## src/rtl/VX_axi_pkg.sv

```systemverilog
// Shared AXI definitions: burst encodings, AR sideband bundle and splitter FSM states.
package VX_axi_pkg;

  localparam logic [1:0] AXI_BURST_FIXED = 2'b00;
  localparam logic [1:0] AXI_BURST_INCR  = 2'b01;
  localparam logic [1:0] AXI_BURST_WRAP  = 2'b10;

  localparam int unsigned AXI_AR_SIDE_WIDTH = 17;

  typedef struct packed {
    logic [1:0] lock;
    logic [3:0] cache;
    logic [2:0] prot;
    logic [3:0] qos;
    logic [3:0] region;
  } axi_ar_side_t;

  typedef enum logic {StIdle, StSplit} ar_state_e;

endpackage

```

## src/rtl/VX_fifo_queue.sv

```systemverilog
// Small synchronous FIFO with wrap-bit pointers; full and empty are derived from the pointers.
module VX_fifo_queue #(
  parameter int unsigned DATAW = 8,
  parameter int unsigned DEPTH = 4
) (
  input  logic             clk,
  input  logic             reset,
  input  logic             push,
  input  logic             pop,
  input  logic [DATAW-1:0] data_in,
  output logic [DATAW-1:0] data_out,
  output logic             empty,
  output logic             full
);

  localparam int unsigned AW = $clog2(DEPTH);

  logic [AW:0]      wr_ptr_q, wr_ptr_d;
  logic [AW:0]      rd_ptr_q, rd_ptr_d;
  logic [DATAW-1:0] mem_q [DEPTH];

  always_comb begin
    wr_ptr_d = wr_ptr_q;
    rd_ptr_d = rd_ptr_q;
    if (push) wr_ptr_d = wr_ptr_q + 1'b1;
    if (pop)  rd_ptr_d = rd_ptr_q + 1'b1;
  end

  always_ff @(posedge clk or posedge reset) begin
    if (reset) begin
      wr_ptr_q <= '0;
      rd_ptr_q <= '0;
      for (int i = 0; i < int'(DEPTH); i++) mem_q[i] <= '0;
    end else begin
      wr_ptr_q <= wr_ptr_d;
      rd_ptr_q <= rd_ptr_d;
      if (push) mem_q[wr_ptr_q[AW-1:0]] <= data_in;
    end
  end

  assign data_out = mem_q[rd_ptr_q[AW-1:0]];
  assign empty    = (wr_ptr_q == rd_ptr_q);
  assign full     = (wr_ptr_q[AW] != rd_ptr_q[AW]) && (wr_ptr_q[AW-1:0] == rd_ptr_q[AW-1:0]);

endmodule

```

## src/rtl/vx_axi_read_burst_split.sv

```systemverilog
// Splits AXI4 read bursts into single-beat ARs for a single-beat target and regenerates RLAST
// on the in-order response stream using a FIFO of pending burst lengths.
module vx_axi_read_burst_split
  import VX_axi_pkg::*;
#(
  parameter int unsigned AXI_DATA_WIDTH     = 512,
  parameter int unsigned AXI_ADDR_WIDTH     = 32,
  parameter int unsigned AXI_TID_WIDTH      = 8,
  parameter int unsigned MAX_PENDING_BURSTS = 4
) (
  input  logic                         clk,
  input  logic                         reset,
  input  logic                         s_axi_arvalid,
  output logic                         s_axi_arready,
  input  logic [AXI_ADDR_WIDTH-1:0]    s_axi_araddr,
  input  logic [AXI_TID_WIDTH-1:0]     s_axi_arid,
  input  logic [7:0]                   s_axi_arlen,
  input  logic [2:0]                   s_axi_arsize,
  input  logic [1:0]                   s_axi_arburst,
  input  logic [AXI_AR_SIDE_WIDTH-1:0] s_axi_arside,
  output logic                         s_axi_rvalid,
  input  logic                         s_axi_rready,
  output logic [AXI_DATA_WIDTH-1:0]    s_axi_rdata,
  output logic [AXI_TID_WIDTH-1:0]     s_axi_rid,
  output logic [1:0]                   s_axi_rresp,
  output logic                         s_axi_rlast,
  output logic                         m_axi_arvalid,
  input  logic                         m_axi_arready,
  output logic [AXI_ADDR_WIDTH-1:0]    m_axi_araddr,
  output logic [AXI_TID_WIDTH-1:0]     m_axi_arid,
  output logic [7:0]                   m_axi_arlen,
  output logic [2:0]                   m_axi_arsize,
  output logic [1:0]                   m_axi_arburst,
  output logic [AXI_AR_SIDE_WIDTH-1:0] m_axi_arside,
  input  logic                         m_axi_rvalid,
  output logic                         m_axi_rready,
  input  logic [AXI_DATA_WIDTH-1:0]    m_axi_rdata,
  input  logic [AXI_TID_WIDTH-1:0]     m_axi_rid,
  input  logic [1:0]                   m_axi_rresp,
  input  logic                         m_axi_rlast
);

  localparam int unsigned AW = AXI_ADDR_WIDTH;

  ar_state_e               state_q, state_d;
  logic [7:0]              cnt_q, cnt_d;
  logic [7:0]              rcnt_q, rcnt_d;
  logic [AW-1:0]           base_q, base_d;
  logic [AXI_TID_WIDTH-1:0] id_q, id_d;
  logic [7:0]              len_q, len_d;
  logic [2:0]              size_q, size_d;
  logic [1:0]              burst_q, burst_d;
  axi_ar_side_t            side_q, side_d;

  logic       len_push, len_pop, len_empty, len_full;
  logic [7:0] len_head;
  logic       r_fire;
  logic       unused_rlast;

  logic [AW-1:0] off, mask, incr_addr;

  VX_fifo_queue #(
    .DATAW (8),
    .DEPTH (MAX_PENDING_BURSTS)
  ) u_len_fifo (
    .clk      (clk),
    .reset    (reset),
    .push     (len_push),
    .pop      (len_pop),
    .data_in  (s_axi_arlen),
    .data_out (len_head),
    .empty    (len_empty),
    .full     (len_full)
  );

  always_ff @(posedge clk or posedge reset) begin
    if (reset) begin
      state_q <= StIdle;
      cnt_q   <= '0;
      rcnt_q  <= '0;
      base_q  <= '0;
      id_q    <= '0;
      len_q   <= '0;
      size_q  <= '0;
      burst_q <= '0;
      side_q  <= '0;
    end else begin
      state_q <= state_d;
      cnt_q   <= cnt_d;
      rcnt_q  <= rcnt_d;
      base_q  <= base_d;
      id_q    <= id_d;
      len_q   <= len_d;
      size_q  <= size_d;
      burst_q <= burst_d;
      side_q  <= side_d;
    end
  end

  always_comb begin
    state_d  = state_q;
    cnt_d    = cnt_q;
    base_d   = base_q;
    id_d     = id_q;
    len_d    = len_q;
    size_d   = size_q;
    burst_d  = burst_q;
    side_d   = side_q;
    len_push = 1'b0;
    unique case (state_q)
      StIdle: begin
        if (s_axi_arvalid && s_axi_arready) begin
          base_d   = s_axi_araddr;
          id_d     = s_axi_arid;
          len_d    = s_axi_arlen;
          size_d   = s_axi_arsize;
          burst_d  = s_axi_arburst;
          side_d   = axi_ar_side_t'(s_axi_arside);
          cnt_d    = '0;
          len_push = 1'b1;
          state_d  = StSplit;
        end
      end
      StSplit: begin
        if (m_axi_arready) begin
          cnt_d = cnt_q + 8'd1;
          if (cnt_q == len_q) state_d = StIdle;
        end
      end
      default: state_d = StIdle;
    endcase
  end

  // Reset gates arready so nothing is accepted while the FIFO is being cleared.
  always_comb begin
    s_axi_arready = (state_q == StIdle) && !len_full && !reset;
    m_axi_arvalid = (state_q == StSplit);
  end

  always_comb begin
    off       = AW'(cnt_q) << size_q;
    incr_addr = base_q + off;
    mask      = ((AW'(len_q) + AW'(1)) << size_q) - AW'(1);
    unique case (burst_q)
      AXI_BURST_FIXED: m_axi_araddr = base_q;
      AXI_BURST_WRAP:  m_axi_araddr = (base_q & ~mask) | (incr_addr & mask);
      default:         m_axi_araddr = incr_addr;
    endcase
  end

  assign m_axi_arid    = id_q;
  assign m_axi_arlen   = 8'd0;
  assign m_axi_arsize  = size_q;
  assign m_axi_arburst = AXI_BURST_INCR;
  assign m_axi_arside  = side_q;

  assign s_axi_rvalid = m_axi_rvalid;
  assign m_axi_rready = s_axi_rready;
  assign s_axi_rdata  = m_axi_rdata;
  assign s_axi_rid    = m_axi_rid;
  assign s_axi_rresp  = m_axi_rresp;
  assign s_axi_rlast  = (rcnt_q == len_head);
  assign unused_rlast = m_axi_rlast;

  assign r_fire  = s_axi_rvalid && s_axi_rready;
  assign len_pop = r_fire && s_axi_rlast;

  always_comb begin
    rcnt_d = rcnt_q;
    if (r_fire) rcnt_d = s_axi_rlast ? 8'd0 : rcnt_q + 8'd1;
  end

  // The target must never return data for a burst that was not issued.
  a_no_orphan_r: assert property (@(posedge clk) disable iff (reset) !(m_axi_rvalid && len_empty));

endmodule
```

## config.mk

```make
export PLATFORM = sky130hd
export DESIGN_NAME = vx_axi_read_burst_split
export DESIGN_NICKNAME = d
export VERILOG_FILES = /design/src/rtl/VX_axi_pkg.sv /design/src/rtl/VX_fifo_queue.sv /design/src/rtl/vx_axi_read_burst_split.sv
export SDC_FILE = /design/constraint.sdc
export NUM_CORES = 1
export LEC_CHECK = 0
export CELL_PAD_IN_SITES_DETAIL_PLACEMENT = 1
export CELL_PAD_IN_SITES_GLOBAL_PLACEMENT = 2
export CORE_AREA = 2 2 465 467
export DETAILED_ROUTE_END_ITERATION = 10
export DIE_AREA = 0 0 467 469
export GPL_ROUTABILITY_DRIVEN = 1
export PLACE_DENSITY_LB_ADDON = 0.15
export SLEW_MARGIN = 20
export SYNTH_ARGS = -nofsm -noshare
export SYNTH_HDL_FRONTEND = slang
export SYNTH_SLANG_ARGS = --single-unit
```

## constraint.sdc

```tcl
create_clock -name clk -period 5.75 [get_ports clk]
set_input_delay 1.725 -clock clk [delete_from_list [all_inputs] [get_ports clk]]
set_output_delay 1.725 -clock clk [all_outputs]
set_load 0.05 [all_outputs]
```

==> impl_metrics.py <==
metrics = {
    "floorplan": {
        "die_h_um": 469,
        "rows": 170,
        "dieArea_um2": 219000,
        "initial_core_util_pct": 5.66,
        "coreArea_um2": 214000,
        "ios": 1196,
        "chipWidth_um": 467,
    },
    "drt": {
        "viasPerCell": 2.09,
        "first_pass_iters": 4,
        "wire_per_inst_um": 16.4,
        "route.detailed.drc": 0,
        "finalWirelength_um": 65900,
        "drtIter0Drc": 241,
        "num_vias": 8412,
        "drtAntennaViolNets": 0,
    },
    "sta": {
        "hold_viol": 0,
        "maxSlewViolCount": 0,
        "clock-skew-final_ps": 18.1,
        "relSlewSlack_pct": 49.0,
        "layout_min_cycle_time_ps": 5900,
        "rsz0062_at_grt": "true",
        "setup_viol": 17,
        "tightest_slew_ps": 766,
        "finalWorstSetupSlack_ps": -151,
        "timing.fmax_mhz": 169,
        "fin_crit_sh_pct": 103,
        "holdWs_ps": 484,
        "fin_tns_setup_ps": -1880,
    },
    "critical_path": {
        "critPathKind": "reg2out",
        "cpMostUsedCell": "buf_4",
        "critPathBufInv": 8,
        "slowest_stage": "dfrtp_2",
        "cp_max_fo": 8,
        "crit_chain": "buf_12 > mux2_4 > buf_6 > o21ai_4 > buf_4 > o21ai_2 > buf_4 > ha_2 > buf_4 > nor3_1 > a311oi_2 > nand3_1 > nand2_2 > a31oi_4 > buf_12 > buf_4 > nor3b_4 > xor2_4 > buf_12",
        "arrival_ps": 4180,
        "max_stage_delay_ps": 420,
        "cp.required_ps": 4030,
        "cpLargestDelayFamily": "buffers and inverters",
        "endpoint_kind": "output pin",
        "cp-start-kind": "flop",
    },
    "run_status": {
        "status": "finished with violations",
        "violations": "negative setup slack",
    },
    "synthesis": {
        "synthCells": 1450,
        "synth_commonest_cells": "buf_4, nand2_1, dfrtp_1, o21ai_0, mux2_2",
        "synth_top_area_share_pct": 33.3,
        "synth_area_um2": 12100,
        "yosysSeqAreaShare_pct": 25.8,
        "synth_top_cell_by_area": "buf_4",
        "yosys_warnings": 0,
        "synth-main-ff-cell": "dfrtp_1",
        "synth.most_common_cell": "buf_4",
        "synth_cell_types": 79,
        "synthArstFlopShare_pct": 100,
        "postSynthAreaPerCell_um2": 8.35,
        "ys_top_cells_by_area": "buf_4, dfrtp_1, nand2_1, mux2_2, xor2_1",
        "synth_edf_count": 0,
        "ys_ff_latch": 125,
    },
    "place": {
        "place_area_um2": 14300,
        "dp_hpwl_um": 53200,
        "globalplace.congestion": 0.638,
        "io_buffers": 140,
    },
    "power_and_ir_drop": {
        "power_w": 0.00959,
        "swShare_pct": 50.7,
        "comb_power_share_pct": 68.9,
        "peakVddDrop_v": 0.000237,
        "p_clk_share_pct": 12.8,
        "internal_power_w": 0.00472,
        "seqPwrFrac_pct": 18.3,
        "p_leak_nw": 5.71,
        "power_density_nw_per_um2": 604,
        "p_sw_w": 0.00486,
    },
    "cts": {
        "cts_tree": "yes",
        "cts.htree.levels": 4,
        "cts.sink_count": 125,
        "ctsLongestPathBuffers": 2,
        "cts_buffers": 17,
        "clkLatencyLatePin_ps": 530,
        "path_clk_slew_ps": 80,
        "cts_root_buffer": "clkbuf_16",
    },
    "final_layout": {
        "design_area_um2": 15900,
        "filler_cell_count": 25200,
        "drive_gt1_share_pct": 32.6,
        "syn2layout_area_growth_pct": 31.2,
        "nets": 1791,
        "postLayoutCoreUtil_pct": 7.43,
    },
    "grt": {
        "grt_max_degree": 68,
        "antenna_found_initial": 11,
        "grt_pass1_wl_um": 87100,
        "grt_pass1_vias": 9488,
        "grt_usage_pct": 5.93,
        "overflow": 0,
    },
    "hold_path": {
        "timing.hold.worst.class": "reg2reg",
    },
    "job": {
        "drv_cap": 0,
    },
}
[metal layers]
metal  wire [um]  track usage, %  up-vias
met5          67               0        -
met4        4670            4.33       10
met3        6490            2.67      255
met2       32500            10.1      400
met1       22200            5.63     4055
li1            -               -     3692
[power groups by stage]
| stage | combinational (W) | sequential (W) | clock (W) |
|---|---|---|---|
| 2_1_floorplan | 0.00405 | 0.00188 | 0 |
| 3_3_place_gp | 0.00617 | 0.00177 | 0 |
| 3_5_place_dp | 0.00615 | 0.00178 | 0 |
| 4_1_cts | 0.00658 | 0.00178 | 0.00137 |
| 5_1_grt | 0.00724 | 0.00185 | 0.00137 |
| 6_report | 0.00660 | 0.00176 | 0.00123 |
[tightest hold or removal path, stage by stage (launching register included)]
cell and delay (ps):
dfrtp_1 350, nand2_1 50, nand2_1 50
[layout make-up]
class	count	area, um^2	share of cell area (%)
clock inverter	15	168	1.06
inverter	14	70.1	0.441
clock buffer	17	425	2.68
antenna	1	2.50	0.0158
multi-input combinational	737	5720	36.0
timing repair buffer	271	2810	17.7
sequential	125	3140	19.7
tap	2838	3550	22.4
[cells by family (layout without fill, tap and decap cells)]
kind of cell,count (synthesis),in the layout,share of synthesized area [%]
mux,62,62,6.43
buf+inv,596,317,35.3
fa+ha+maj,26,26,2.75
xor+xnor,71,71,5.20
other cells,2,11,0.0620
compound gates,163,163,9.06
simple gates,405,405,15.4
flops,125,125,25.8
[per-stage QoR]
step           worst slack [ps]  instances
6_report                   -151       4018
5_1_grt                    -435       4017
4_1_cts                    -410       4010
3_5_place_dp               -151       3963
3_3_place_gp               -211       3963
2_1_floorplan              2.61       1458
[state kept, by name, summed over array words and instances (netlist names)]
signal,flops
base_q,32
u_len_fifo.mem_q,32
m_axi_arside,17
cnt_q,8
len_q,8
m_axi_arid,8
rcnt_q,8
m_axi_arsize,3
u_len_fifo.rd_ptr_q,3
u_len_fifo.wr_ptr_q,3
burst_q,2
m_axi_arvalid,1
[worst paths after layout]
| path | from | depth (start not counted) | slack, ps | to |
|---|---|---|---|---|
| setup reg to reg | u_len_fifo.rd_ptr_q[0]$_DFFE_PP0P_ | 6 | 2820 | u_len_fifo.rd_ptr_q[1]$_DFFE_PP0P_ |
| min in group asynchronous | reset | 2 | 1730 | u_len_fifo.rd_ptr_q[2]$_DFFE_PP0P_ |
| setup / recovery | m_axi_arsize[1]$_DFFE_PP0P_ | 19 | -150 | m_axi_araddr[27] |
| hold / removal | m_axi_arid[3]$_DFFE_PP0P_ | 2 | 480 | m_axi_arid[3]$_DFFE_PP0P_ |
| max in group asynchronous | reset | 3 | 3180 | base_q[7]$_DFFE_PP0P_ |
| hold reg to reg | m_axi_arid[3]$_DFFE_PP0P_ | 2 | 480 | m_axi_arid[3]$_DFFE_PP0P_ |
[layout by cell type (no fill, tap or decap), types with 5 or more instances in the layout]
cell type / Yosys / routed
mux2_2: 46 / 40
nor3b_4: 0 / 5
xor2_4: 0 / 11
xor2_1: 44 / 28
and2_1: 8 / 6
and3_1: 8 / 7
a21oi_2: 1 / 8
clkdlybuf4s50_1: 0 / 109
nor2_1: 40 / 38
nand3_1: 24 / 23
buf_12: 0 / 35
o211ai_1: 6 / 6
xor2_2: 0 / 5
conb_1: 2 / 10
ha_4: 0 / 7
o21ai_2: 0 / 8
mux4_2: 8 / 8
nand4_1: 12 / 12
xnor2_1: 26 / 23
clkbuf_16: 0 / 17
a21o_1: 8 / 8
ha_1: 25 / 14
inv_1: 13 / 10
nand2_1: 252 / 244
a21oi_1: 30 / 20
inv_8: 0 / 6
o21ai_1: 1 / 12
buf_6: 1 / 12
nand2b_1: 6 / 5
and4_1: 6 / 6
o21ai_0: 54 / 33
nor3_1: 15 / 6
nor3_4: 1 / 7
a31oi_1: 8 / 6
inv_6: 0 / 5
mux2_4: 0 / 6
dfrtp_2: 0 / 7
dfrtp_1: 125 / 118
nand2_2: 0 / 5
buf_4: 537 / 114
[timing repair]
action | in CTS | in global routing
endpoints found under the setup margin | 26 | 25
pin swaps | 34 | 44
setup buffers | 16 | 16
gates cloned | 1 | 0
resized for setup | 101 | 74
hold buffers | 0 | 0
Note: power is estimated with default switching activity, not from simulation.
